==> config.mk <==
export PLATFORM = sky130hd
export DESIGN_NAME = dec_counter_multi
export DESIGN_NICKNAME = d
export VERILOG_FILES = /design/src/rtl/dec_counter_multi.sv
export SDC_FILE = /design/constraint.sdc
export NUM_CORES = 1
export LEC_CHECK = 0
export ABC_AREA = 1
export CAP_MARGIN = 10
export CORE_MARGIN = 3
export CORE_UTILIZATION = 35
export CTS_BUF_LIST = sky130_fd_sc_hd__clkbuf_4 sky130_fd_sc_hd__clkbuf_8
export DETAILED_ROUTE_END_ITERATION = 8
export GPL_ROUTABILITY_DRIVEN = 0
export PLACE_DENSITY = 0.57
export SETUP_SLACK_MARGIN = 0.02
export SKIP_LAST_GASP = 1
export SYNTH_ARGS = -nofsm -noshare
export SYNTH_HDL_FRONTEND = slang
export SYNTH_SLANG_ARGS = --single-unit
export TNS_END_PERCENT = 5
==> constraint.sdc <==
create_clock -name clk -period 3.5 [get_ports clk]
set_clock_uncertainty 0.2 [all_clocks]
set_input_delay 0.525 -clock clk [delete_from_list [all_inputs] [get_ports clk]]
set_output_delay 0.525 -clock clk [all_outputs]
set_load 0.005 [all_outputs]
==> src/rtl/dec_counter_multi.sv <==
// Multi-digit BCD decade counter with up/down count, parallel load and ripple carry.
// The output is re-encoded per digit as 8421, 2421 Aiken or excess-3 under runtime mode control.
module dec_counter_multi #(
  parameter int unsigned DIGITS = 4
) (
  input  logic                  clk,
  input  logic                  rst,
  input  logic                  en,
  input  logic                  up,
  input  logic                  load,
  input  logic [4*DIGITS-1:0]   load_val,
  input  logic [1:0]            mode,
  output logic [4*DIGITS-1:0]   out,
  output logic                  tc,
  output logic                  wrap,
  output logic                  load_err
);

  localparam logic [3:0] DIG_MAX = 4'd9;

  logic [DIGITS-1:0][3:0] state_q, state_d;
  logic                   wrap_q, wrap_d;
  logic                   load_err_q, load_err_d;
  logic                   all9_c, all0_c;
  logic                   carry_c;
  logic [3:0]             ld_dig_c;

  // Terminal-value detection across all digits
  always_comb begin
    all9_c = 1'b1;
    all0_c = 1'b1;
    for (int unsigned i = 0; i < DIGITS; i++) begin
      if (state_q[i] != DIG_MAX) all9_c = 1'b0;
      if (state_q[i] != 4'd0)    all0_c = 1'b0;
    end
  end

  assign tc = en & ((up & all9_c) | (~up & all0_c));

  // Next state: load beats count; carry/borrow ripples through all digits in one cycle
  always_comb begin
    state_d    = state_q;
    wrap_d     = 1'b0;
    load_err_d = 1'b0;
    carry_c    = 1'b1;
    ld_dig_c   = 4'd0;
    if (load) begin
      for (int unsigned i = 0; i < DIGITS; i++) begin
        ld_dig_c = load_val[4*i +: 4];
        if (ld_dig_c > DIG_MAX) begin
          state_d[i] = 4'd0;
          load_err_d = 1'b1;
        end else begin
          state_d[i] = ld_dig_c;
        end
      end
    end else if (en) begin
      for (int unsigned i = 0; i < DIGITS; i++) begin
        if (carry_c) begin
          if (up) begin
            if (state_q[i] == DIG_MAX) begin
              state_d[i] = 4'd0;
            end else begin
              state_d[i] = state_q[i] + 4'd1;
              carry_c    = 1'b0;
            end
          end else begin
            if (state_q[i] == 4'd0) begin
              state_d[i] = DIG_MAX;
            end else begin
              state_d[i] = state_q[i] - 4'd1;
              carry_c    = 1'b0;
            end
          end
        end
      end
      wrap_d = up ? all9_c : all0_c;
    end
  end

  always_ff @(posedge clk) begin
    if (!rst) begin
      state_q    <= '0;
      wrap_q     <= 1'b0;
      load_err_q <= 1'b0;
    end else begin
      state_q    <= state_d;
      wrap_q     <= wrap_d;
      load_err_q <= load_err_d;
    end
  end

  assign wrap     = wrap_q;
  assign load_err = load_err_q;

  // Per-digit output encoding, combinational so a mode change shows immediately
  always_comb begin
    out = '0;
    for (int unsigned i = 0; i < DIGITS; i++) begin
      case (mode)
        2'b01:   out[4*i +: 4] = (state_q[i] < 4'd5) ? state_q[i] : state_q[i] + 4'd6;
        2'b10:   out[4*i +: 4] = state_q[i] + 4'd3;
        default: out[4*i +: 4] = state_q[i];
      endcase
    end
  end

endmodule

==> results of run 1 <==
## final timing paths
path / from / end / slack [ns] / cells past startpoint
setup reg to reg: state_q[9]$_SDFFE_PN0P_ / state_q[14]$_SDFFE_PN0P_ / 1.46 / 11
setup / recovery: mode[0] / out[2] / 0.14 / 7
hold / removal: state_q[14]$_SDFFE_PN0P_ / state_q[14]$_SDFFE_PN0P_ / 0.41 / 2
hold reg to reg: state_q[14]$_SDFFE_PN0P_ / state_q[14]$_SDFFE_PN0P_ / 0.41 / 2
## power groups by stage
stage | logic (mW) | registers [mW] | clock network, mW
6_report | 0.400 | 0.251 | 0.156
3_5_place_dp | 0.396 | 0.255 | 0
3_3_place_gp | 0.396 | 0.256 | 0
4_1_cts | 0.398 | 0.251 | 0.160
2_1_floorplan | 0.253 | 0.246 | 0
5_1_grt | 0.450 | 0.255 | 0.170
## per-stage QoR
step | power (mW) | hold slack (ns)
5_1_grt | 0.8736 | 0.4589
6_report | 0.8072 | 0.4110
2_1_floorplan | 0.4990 | 0.3500
3_3_place_gp | 0.6526 | 0.4032
3_5_place_dp | 0.6510 | 0.4030
4_1_cts | 0.8091 | 0.4157
## layout by cell type (no fill, tap or decap), types with 2 or more instances in the layout
cell | synthesis | layout
a21oi_1 | 29 | 29
a21oi_2 | 2 | 2
a2bb2oi_1 | 2 | 2
a31o_2 | 2 | 2
a31oi_1 | 5 | 5
buf_4 | 2 | 9
clkbuf_8 | 0 | 3
clkdlybuf4s50_1 | 0 | 41
dfxtp_1 | 18 | 18
ha_1 | 35 | 34
inv_1 | 32 | 32
inv_2 | 8 | 8
nand2_1 | 84 | 83
nand2_2 | 2 | 3
nand2_4 | 3 | 3
nand3_1 | 35 | 35
nand3_2 | 4 | 4
nand4_1 | 3 | 3
nor2_1 | 33 | 33
o2111ai_1 | 2 | 2
o211ai_1 | 4 | 4
o21ai_0 | 30 | 30
o21ai_1 | 8 | 8
o221ai_1 | 3 | 3
o22ai_1 | 2 | 2
o32ai_1 | 2 | 2
xnor2_1 | 4 | 4
xor2_1 | 7 | 7
## layer usage
layer / share of wire / routed length, um / global-route usage
met1: 0.49 / 3588 / 0.2715
met4: 0.0088 / 64 / 0.04736
met2: 0.45 / 3253 / 0.3032
met3: 0.049 / 355 / 0.02099
met5: 0 / 0 / 0
## registers in the layout, indices dropped and copies added (netlist names)
signal / cells
load_err: 1
wrap: 1
state_q: 16
## kinds of logic (layout without fill, tap and decap cells)
logic type / Yosys count / count (layout)
xor gates and xnor gates: 11 / 11
DFF: 18 / 18
adders and majority gates: 35 / 35
buffers and inverters: 52 / 94
and+or+nand+nor: 171 / 171
AOI/OAI and AO/OA: 95 / 95
## synth_stat cells, types with 3 or more instances
| master | count |
|---|---|
| nand2_1 | 84 |
| o221ai_1 | 3 |
| a31oi_1 | 5 |
| nand4_1 | 3 |
| inv_2 | 8 |
| buf_2 | 5 |
| inv_1 | 32 |
| xnor2_1 | 4 |
| clkbuf_1 | 3 |
| ha_1 | 35 |
| o21ai_0 | 30 |
| o21ai_1 | 8 |
| o211ai_1 | 4 |
| dfxtp_1 | 18 |
| xor2_1 | 7 |
| nand3_2 | 4 |
| nand2_4 | 3 |
| nand3_1 | 35 |
| a21oi_1 | 29 |
| nor2_1 | 33 |
## layout make-up
class	count	area (um2)
Fill cell	696	3532
Timing Repair Buffer	50	478.0
Clock buffer	3	41.29
Tap cell	93	116.4
Inverter	41	157.7
Sequential cell	18	360.3
Multi-Input combinational cell	312	1882
## worst max-delay path: cells and delay by family
| kind | cells | cell delay, ns |
|---|---|---|
| buffers and inverters | 5 | 1.51 |
| AOI/OAI and AO/OA | 1 | 0.22 |
| adders and majority gates | 1 | 0.38 |
==> impl_metrics.tcl, run 1 <==
set metrics [dict create \
    worst_setup_path_end_kind "output port" \
    synth_seq_cells 18 \
    fin_nets 484 \
    hold_violations 0 \
    grt_pass1_wl_mm 11.92 \
    cp.arrival_ns 2.64 \
    p_int_mw 0.4761 \
    port_buffers 41 \
    synthSimpleGateAreaFrac 0.3212 \
    fmax_ghz 0.2974 \
    setup_viol 0 \
    cp_slowest_cell "clkdlybuf4s50_1" \
    ys_types 41 \
    synth_top_family_by_area "simple AND/OR/NAND/NOR gates" \
    vias 2638 \
    dr.first_iter.drc_count 98 \
    die_y_um 89.67 \
    post_cts_buffers 0 \
    crit_path_max_fanout 8 \
    postSynthCellCount 382 \
    cp-start-kind "primary input" \
    antenna_cells 0 \
    max_slew.worst_pin.slew_ns 0.6975 \
    finish.utilization 0.4622 \
    grt_max_degree 21 \
    p_leak_nw 1.401 \
    ir_drop_uv 139.2 \
    synth_area_um2 2450 \
    slew_headroom 0.5335 \
    cts_tree "yes" \
    status "finished, final reports clean" \
    min_period_ns 3.362 \
    grt_setup_unrepaired "no" \
    die-area_um2 8040 \
    min_period_over_period 0.9606 \
    synthMuxAreaShare 0 \
    synth_edf_count 0 \
    cts_max_level 1 \
    synth-async-reset-ratio 0 \
    pwr_density_cell_nw_per_um2 265.9 \
    critPathMaxStageDelay_ns 0.55 \
    cts-resized-gates 0 \
    cts_root_buf "clkbuf_8" \
    dp_hpwl_mm 5.569 \
    fin_cells 517 \
    slew_viol_final 0 \
    dp_slack_ns 0.03347 \
    overflow 0 \
    synth_compound_area_frac 0.2268 \
    drv_cap 0 \
    cts.clk_slew.worst_paths_ns 0.08 \
    antenna_found_initial 0 \
    fin_area_um2 3035 \
    synth_fa_ha_area_frac 0.1788 \
    ios 42 \
    coreArea_um2 6568 \
    synthXorXnorAreaFrac 0.03933 \
    seq_area_frac_synth 0.1471 \
    power_frac_clock 0.193 \
    cp_cell_sequence "clkdlybuf4s50_1, inv_1, ha_2, clkinvlp_4, buf_4, o221ai_1, clkdlybuf4s50_1" \
    required_ns 2.77 \
    rows 29 \
    grt_pass1_vias 2462 \
    switching_share 0.4102 \
    p_comb_frac 0.496 \
    dieWidth_um 89.67 \
    hold_buffers 0 \
    drt_wl_total_mm 7.262 \
    p_seq_frac 0.311 \
    path_common_cell "clkdlybuf4s50_1" \
    drt_pass1_iterations 4 \
    start_util 0.3730 \
    synth_fp_nets 440 \
    drive_gt1_frac 0.09670 \
    crit_type "primary input to output port" \
    avgSynthCellArea_um2 6.413 \
    antenna_left 0 \
    ys.flop_type "dfxtp_1" \
    avgRoutedWirePerCell_um 14.05 \
    cts-buffers-inserted 3 \
    synth_area_leader_cell "ha_1" \
    yosys_warnings 0 \
    clkSinkCount 18 \
    drc 0 \
    grt_util_all_layers 0.1898 \
    clock_latency_ns 0.26 \
    setup_ws_ns 0.1378 \
    dp_cells 514 \
    hp-class "register to register" \
    fin_tns_setup_ns 0 \
    yosys-top-cells-area "ha_1, dfxtp_1, nand2_1, nand3_1, o21ai_0" \
    postPlaceCellArea_um2 2985 \
    synth_top_area_frac 0.1788 \
    clockBufferDepth 2 \
    p_switching_mw 0.3311 \
    vias_per_cell 5.103 \
    syn_to_final_growth_pct 23.90 \
]
No activity file was read; power rests on OpenSTA's default activity.
==> run 2: changes to the inputs <==
--- a/config.mk
+++ b/config.mk
@@ -18,4 +18,4 @@
 export SYNTH_ARGS = -nofsm -noshare
 export SYNTH_HDL_FRONTEND = slang
 export SYNTH_SLANG_ARGS = --single-unit
-export TNS_END_PERCENT = 5
+export TNS_END_PERCENT = 30
==> results of run 2 <==
Final layout, timing and power as in run 1 (identical DEF).
==> run 3: changes to the inputs <==
--- a/config.mk
+++ b/config.mk
@@ -7,11 +7,11 @@
 export LEC_CHECK = 0
 export ABC_AREA = 1
 export CAP_MARGIN = 10
-export CORE_MARGIN = 3
 export CORE_UTILIZATION = 35
 export CTS_BUF_LIST = sky130_fd_sc_hd__clkbuf_4 sky130_fd_sc_hd__clkbuf_8
 export DETAILED_ROUTE_END_ITERATION = 8
 export GPL_ROUTABILITY_DRIVEN = 0
+export GPL_TIMING_DRIVEN = 0
 export PLACE_DENSITY = 0.57
 export SETUP_SLACK_MARGIN = 0.02
 export SKIP_LAST_GASP = 1
==> constraint.sdc (replaced) <==
create_clock -name clk -period 3.5 [get_ports clk]
set_clock_uncertainty 0.2 [all_clocks]
set_input_delay 0.525 -clock clk [delete_from_list [all_inputs] [get_ports clk]]
set_output_delay 0.525 -clock clk [all_outputs]
set_load 0.1 [all_outputs]
==> impl_metrics.tcl, run 3 (synthesized netlist as in run 1, its figures left out) <==
set metrics [dict create \
    p_leak_nw 1.444 \
    cp.buffers_inverters 5 \
    antenna_left 0 \
    use_met2 0.3469 \
    whs_ns 0.3919 \
    vias_per_cell 5.129 \
    hp-class "primary input to register" \
    status "complete, but fails checks" \
    critical_path_depth 8 \
    antenna_found_initial 0 \
    syn_to_final_growth_pct 22.98 \
    min_period_over_period 1.010 \
    ir_drop_uv 169.7 \
    dp_hpwl_mm 5.770 \
    slew_headroom 0.3515 \
    grt_pass1_vias 2398 \
    fmax_ghz 0.2828 \
    cts_root_buf "clkbuf_8" \
    clock_latency_ns 0.27 \
    hold_violations 0 \
    slew_viol_final 0 \
    start_util 0.3606 \
    critPathMaxStageDelay_ns 0.49 \
    min_period_ns 3.536 \
    worst_setup_path_end_kind "output port" \
    crit_type "primary input to output port" \
    ios 42 \
    crit_path_max_fanout 9 \
    clkSinkCount 18 \
    drc 0 \
    dr.first_iter.drc_count 128 \
    busiest_layer "met2" \
    fin_nets 484 \
    avgRoutedWirePerCell_um 14.48 \
    cp.arrival_ns 2.81 \
    die-area_um2 7338 \
    cp_slowest_cell "clkdlybuf4s50_1" \
    drv_cap 0 \
    power_mw 1.009 \
    largest_reg_flops 16 \
    die_y_um 85.67 \
    violations "negative setup slack" \
    fin_cells 521 \
    drive_gt1_frac 0.1365 \
    clockBufferDepth 2 \
    grt_util_all_layers 0.2116 \
    drt_pass1_iterations 4 \
    setup_viol 1 \
    rows 30 \
    max_slew.worst_pin.slew_ns 0.9697 \
    coreArea_um2 6794 \
    hold_buffers 0 \
    cts-resized-gates 73 \
    cp-start-kind "primary input" \
    pwr_density_cell_nw_per_um2 335.0 \
    fillers 731 \
    grt_pass1_wl_mm 12.28 \
    drt_wl_total_mm 7.544 \
    grt_use_met1 0.3042 \
    cp_top_family "buffers and inverters" \
    reg2reg_depth 10 \
    final_common_cell "nand2_1" \
    cp_cell_sequence "clkdlybuf4s50_1, inv_1, ha_1, buf_2, nor2_2, inv_1, o221ai_1, buf_2" \
    overflow 0 \
    dieWidth_um 85.67 \
    hold_path_depth 3 \
    grt_max_degree 11 \
    regArea_um2 360.3 \
    post_cts_buffers 0 \
    required_ns 2.77 \
    cts.clk_slew.worst_paths_ns 0.08 \
    vias 2672 \
    largest-register "state_q" \
    multiInputGateArea_um2 1889 \
    setup_ws_ns -0.03568 \
    grt_use_met3 0.02021 \
    cts_tree "yes" \
    dp_cells 518 \
    cts-buffers-inserted 3 \
    final_cell_mix "nand2_1, nand3_1, ha_1" \
    antenna_cells 0 \
    port_buffers 40 \
    grt_setup_unrepaired "yes" \
    cts_max_level 1 \
]
## run 3: cell types whose count changed in the layout (fill, tap and decap cells not counted), moves of 3 or more
cell,previous run,this run
buf_2,0,9
buf_4,9,6
clkdlybuf4s15_2,0,6
clkdlybuf4s50_1,41,23
## run 3: layer usage
metal	vias to the layer above	wire, um
met1	1220	3784
met2	67	3367
met5	-	0
li1	1378	-
met3	7	332
met4	0	59
## run 3: path summary, 6_finish.rpt
check | start | end | slack [ns]
max | mode[0] | out[2] | -0.04
min | load | load_err$_SDFF_PN0_ | 0.39
max reg2reg | state_q[5]$_SDFFE_PN0P_ | state_q[10]$_SDFFE_PN0P_ | 1.48
min reg2reg | state_q[1]$_SDFFE_PN0P_ | state_q[1]$_SDFFE_PN0P_ | 0.42
## run 3: stage by stage
stage          utilization  cell area, um2  setup TNS [ns]  setup WS [ns]
4_1_cts             0.4433            3012         -0.3592        -0.2093
3_5_place_dp        0.4383            2978          -11.94        -0.9602
3_3_place_gp        0.4383            2978          -11.61        -0.9347
2_1_floorplan            -            2457          -2.841        -0.4572
5_1_grt             0.4435            3013         -0.3955        -0.1491
6_report            0.4435            3013        -0.03568       -0.03568
## run 3: tightest hold or removal path, stage by stage
cell and delay, ns:
buf_4 0.16, nand2_1 0.09, a41oi_1 0.04
## run 3: layout make-up
cell class / instances / share of cell area
inverter: 41 / 0.05150
buffer: 10 / 0.01869
sequential: 18 / 0.1196
timing repair buffer: 40 / 0.1250
multi-input combinational: 312 / 0.6271
tap: 96 / 0.03987
clock buffer: 4 / 0.01827
## run 3: power by group
| part | leakage [nW] | internal, mW | switching [mW] |
|---|---|---|---|
| combinational | 1.27 | 0.162 | 0.406 |
| sequential | 0.149 | 0.220 | 0.0305 |
| clock | 0.0288 | 0.101 | 0.0894 |
==> variant 1, RTL diff (flow settings as in run 1) <==
Register the inputs `en`, `up`, `load`, `load_val` and `mode` before use, cleared by the reset. The logic sees them one clock later. Comments in the files are not updated.
--- a/src/rtl/dec_counter_multi.sv
+++ b/src/rtl/dec_counter_multi.sv
@@ -18,6 +18,28 @@
 
   localparam logic [3:0] DIG_MAX = 4'd9;
 
+  logic en_q;
+  logic up_q;
+  logic load_q;
+  logic [4*DIGITS-1:0] load_val_q;
+  logic [1:0] mode_q;
+
+  always_ff @(posedge clk) begin
+    if (!rst) begin
+      en_q       <= '0;
+      up_q       <= '0;
+      load_q     <= '0;
+      load_val_q <= '0;
+      mode_q     <= '0;
+    end else begin
+      en_q       <= en;
+      up_q       <= up;
+      load_q     <= load;
+      load_val_q <= load_val;
+      mode_q     <= mode;
+    end
+  end
+
   logic [DIGITS-1:0][3:0] state_q, state_d;
   logic                   wrap_q, wrap_d;
   logic                   load_err_q, load_err_d;
@@ -35,7 +57,7 @@
     end
   end
 
-  assign tc = en & ((up & all9_c) | (~up & all0_c));
+  assign tc = en_q & ((up_q & all9_c) | (~up_q & all0_c));
 
   // Next state: load beats count; carry/borrow ripples through all digits in one cycle
   always_comb begin
@@ -44,9 +66,9 @@
     load_err_d = 1'b0;
     carry_c    = 1'b1;
     ld_dig_c   = 4'd0;
-    if (load) begin
+    if (load_q) begin
       for (int unsigned i = 0; i < DIGITS; i++) begin
-        ld_dig_c = load_val[4*i +: 4];
+        ld_dig_c = load_val_q[4*i +: 4];
         if (ld_dig_c > DIG_MAX) begin
           state_d[i] = 4'd0;
           load_err_d = 1'b1;
@@ -54,10 +76,10 @@
           state_d[i] = ld_dig_c;
         end
       end
-    end else if (en) begin
+    end else if (en_q) begin
       for (int unsigned i = 0; i < DIGITS; i++) begin
         if (carry_c) begin
-          if (up) begin
+          if (up_q) begin
             if (state_q[i] == DIG_MAX) begin
               state_d[i] = 4'd0;
             end else begin
@@ -74,7 +96,7 @@
           end
         end
       end
-      wrap_d = up ? all9_c : all0_c;
+      wrap_d = up_q ? all9_c : all0_c;
     end
   end
 
@@ -97,7 +119,7 @@
   always_comb begin
     out = '0;
     for (int unsigned i = 0; i < DIGITS; i++) begin
-      case (mode)
+      case (mode_q)
         2'b01:   out[4*i +: 4] = (state_q[i] < 4'd5) ? state_q[i] : state_q[i] + 4'd6;
         2'b10:   out[4*i +: 4] = state_q[i] + 4'd3;
         default: out[4*i +: 4] = state_q[i];
Check against the original RTL: not equivalent (a bounded check fails within 4 cycles, from zero or initial values and one cycle with rst low).
==> variant 1 against run 1 <==
Routed wire length is 11% higher. Sequential power is 110% higher. Critical path depth is 1 lower. Final area is 20% higher. Sequential cell count is 21 higher. Worst setup slack better by 58 ps. Power is 60% higher. Area after synthesis is 25% higher.
==> variant 1: results (changes against run 1) <==
finish:
  drive_above_1_share: 0.0849  # -0.0118
  num-fill-cells: 862  # +24%
  reg_top3: "load_val_q: 16 flops, state_q: 16 flops, mode_q: 2 flops"
  layout.nets: 542  # +12%
power:
  pg_clk_uw: 314  # +100%
  vdd_drop_max_mv: 0.209  # +50%
  power.leakage_nw: 1.70  # +21%
  switchingPower_uw: 481  # +45%
  p_seq_frac: 0.405  # +0.094
  p_clk_frac: 0.243  # +0.050
global_routing:
  grt_pass1_wl_um: 13100  # +10%
  grt_pass1_vias: 2683  # +9.0%
  grt_max_degree: 25  # +19%
  grt_usage: 0.161  # -0.0287
sta:
  worst_slew_pin_slew_ps: 648  # -49.4 ps
clock_network:
  insertion_delay_ps: 300  # +40 ps
  htree_levels: 2  # +1
  numCtsBuffers: 5  # +2
route:
  wl_um: 8030  # +11%
  wl_met1_um: 4110  # +14%
  via_count: 2911  # +10%
  drt_iter0_drc: 151  # +54%
  firstDrtPassIters: 4  # unchanged
  met2_length_um: 3490  # +7.4%
  wl_met3_um: 370  # +4.2%
yosys:
  syn_nets: 505  # +15%
  yosys.area_share.xor_xnor: 0.0456  # +0.00630
  synth_common_cells: "94 x nand2_1, 56 x inv_1, 54 x o21ai_0, 39 x dfxtp_1, 37 x ha_1"
  yosysSeqAreaShare: 0.254  # +0.107
  synth_cell_type_count: 39  # -4.9%
  synth-compound-area-share: 0.185  # -0.0422
  synthAdderAreaFrac: 0.151  # -0.0280
  synth.area.top_cells: "dfxtp_1 25%, ha_1 15%, nand2_1 11%, o21ai_0 8.8%, inv_1 6.8%"
outcome:
  status: "complete, no violations"
place:
  dp.final_hpwl_um: 6240  # +12%
setup_path:
  worstPathArrival_ps: 2580  # -60 ps
  critPathMaxFanout: 12  # +4
variant 1: cell types whose count changed after synthesis, moves of 3 or more:
cell             run 1  this run
o21ai_0             30        54
nand3_1             35        29
a21oi_1             29        18
inv_1               32        56
dfxtp_1             18        39
xnor2_1              4         7
nand2_1             84        94
o21ai_1              8         1
nand2_2              2         5
clkbuf_1             3         6
variant 1: what timing repair did:
| item | CTS | global route |
|---|---|---|
| endpoints found under the hold margin | 0 | 0 |
| setup endpoints to repair | 0 | 2 |
| resized for setup | 0 | 1 |
variant 1: cell type report:
type	instances	area, µm²	share of cell area
clock buffers	5	68.8	0.0188
clock inverters	3	20.0	0.00548
inverters	64	243	0.0664
multi-input cells	328	1980	0.541
flip-flops and latches	39	782	0.214
well taps	105	131	0.0359
repair buffers	44	433	0.118
variant 1: stage by stage:
stage,area [µm²],std cells,setup WS (ps),hold WS (ps)
2_1_floorplan,3070,445,1270,271
3_3_place_gp,3560,580,542,296
3_5_place_dp,3560,580,501,295
4_1_cts,3650,588,154,307
5_1_grt,3650,588,-11.9,328
6_report,3650,588,196,302
variant 1: final timing paths:
path              cells after the start         end           from  slack (ps)
setup / recovery                      6      out[5]      mode_q[0]         200
hold / removal                        2  state_q[1]  load_val_q[1]         300
setup reg to reg                      4  state_q[0]         load_q        1300
hold reg to reg                       2  state_q[1]  load_val_q[1]         300
variant 1: critical path, delay by kind of cell (launching register included):
family                     cells  cell delay (ps)
AOI/OAI and AO/OA              1              260
adders and majority gates      1              440
buffers and inverters          3              850
DFF                            1              340
and+or+nand+nor                1              380
variant 1: layer usage:
| metal | vias up | global-route usage |
|---|---|---|
| li1 | 1524 | - |
| met1 | 1320 | 0.232 |
| met2 | 62 | 0.253 |
| met3 | 5 | 0.0224 |
| met4 | 0 | 0.0378 |
| met5 | - | 0 |
==> variant 2, RTL diff (config.mk and constraints of run 1) <==
Without the edit above. Change the parameter `DIGITS` from 4 to 5.
--- a/src/rtl/dec_counter_multi.sv
+++ b/src/rtl/dec_counter_multi.sv
@@ -1,7 +1,7 @@
 // Multi-digit BCD decade counter with up/down count, parallel load and ripple carry.
 // The output is re-encoded per digit as 8421, 2421 Aiken or excess-3 under runtime mode control.
 module dec_counter_multi #(
-  parameter int unsigned DIGITS = 4
+  parameter int unsigned DIGITS = 5
 ) (
   input  logic                  clk,
   input  logic                  rst,
Ports: changed (resized load_val and out); port bits go from 42 to 50. The function was not compared with the original's and may differ.
==> variant 2 against run 1 <==
Sequential cell count is 4 higher. Routed wire length is 25% higher. Final area grew 22%. Final cell count up 21%. Combinational power grew 39%. Power rose by 32%. Critical path type unchanged. Worst setup slack gained 85 ps. Area after synthesis is 22% higher. Critical path depth increased by 3. Synthesized cell count increased by 23%.
==> variant 2: results (changes against run 1) <==
route:
  firstDrtPassIters: 5  # +1
  met2_length_um: 4060  # +25%
  drt_iter0_drc: 197  # +100%
  wl_um: 9050  # +25%
  viasPerCell: 5.21  # +2.2%
  wl_met3_um: 371  # +4.5%
sta:
  worst_slew_pin_slew_ps: 610  # -87.7 ps
  hold_slack_ps: 382  # -29.5 ps
setup_path:
  critPathMaxFanout: 11  # +3
  crit_path_end: "out[9]"
  worstPathArrival_ps: 2550  # -90 ps
  reg2regPathDepth: 9  # -2
  max_stage_delay_ps: 530  # -20 ps
  timing.rr.end: "state_q[18]"
  rrSetupSlack_ps: 1330  # -130 ps
global_routing:
  grtUsageMet2: 0.300  # -0.00366
  use_met1: 0.268  # -0.00384
  grtUsageMet3: 0.0184  # -0.00258
  grt_pass1_wl_um: 15000  # +26%
  grt_pass1_vias: 3026  # +23%
  grt_usage: 0.185  # -0.00460
  grt_max_degree: 20  # -4.8%
place:
  dp_cells: 624  # +21%
  dp.final_hpwl_um: 7170  # +29%
  dpl-instance-area_mm2: 0.00365  # +22%
  dpl_worst_slack_ps: 217  # +183 ps
  io_buffers: 49  # +20%
finish:
  drive_above_1_share: 0.0765  # -0.0202
  largest_register_ffs: 20  # +4
  stdcell_count: 628  # +21%
  num-multi-input-gates: 387  # +24%
  clock_area_frac: 0.0149  # +0.00127
  inv_count: 46  # +12%
  layout.nets: 595  # +23%
  seq_area_frac: 0.119  # +0.000285
  nNonClkBuffers: 64  # +28%
  fin_area_mm2: 0.00370  # +22%
  area_share_nonclk_buffers: 0.163  # +0.00549
  num-fill-cells: 882  # +27%
power:
  internal_power_uw: 624  # +31%
  power.leakage_nw: 1.67  # +19%
  p_comb_uw: 554  # +39%
  vdd_drop_max_mv: 0.124  # -11%
  p_clk_frac: 0.180  # -0.013
floorplanning:
  dieArea_mm2: 0.00971  # +21%
yosys:
  yosysSeqAreaShare: 0.147  # about the same
  synth_cells: 471  # +23%
  synth_cell_type_count: 37  # -9.8%
  synth_common_cells: "96 x nand2_1, 55 x nor2_1, 44 x ha_1, 41 x o21ai_0, 40 x inv_1"
  synth.area.top_cells: "ha_1 18%, dfxtp_1 15%, nand2_1 12%, nor2_1 6.9%, o21ai_0 6.8%"
  ys_seq_elements: 22  # +4
  syn_nets: 542  # +23%
outcome:
  status: "complete, no violations"
-- variant 2: cell count changes after synthesis, sizes merged, moves of 5 or more --
cell | before | now
nor2 | 36 | 56
nand2 | 89 | 101
ha | 35 | 44
inv | 40 | 45
o22ai | 2 | 12
o21ai | 39 | 48
-- variant 2: critical path, delay by kind of cell --
kind	cells	cell delay, ps
buffers and inverters	5	1340
adders and majority gates	1	330
AOI/OAI and AO/OA	2	180
xor gates and xnor gates	1	120
and+or+nand+nor	1	80
-- variant 2: cell families (layout without fill, tap and decap cells) --
logic type | count (synthesis) | in the layout | synth area share
and+or+nand+nor | 204 | 204 | 0.294
AOI/OAI and AO/OA | 120 | 120 | 0.234
buffers and inverters | 62 | 114 | 0.0860
adders and majority gates | 44 | 44 | 0.184
DFF | 22 | 22 | 0.147
xor gates and xnor gates | 18 | 18 | 0.0526
muxes | 1 | 1 | 0.00334
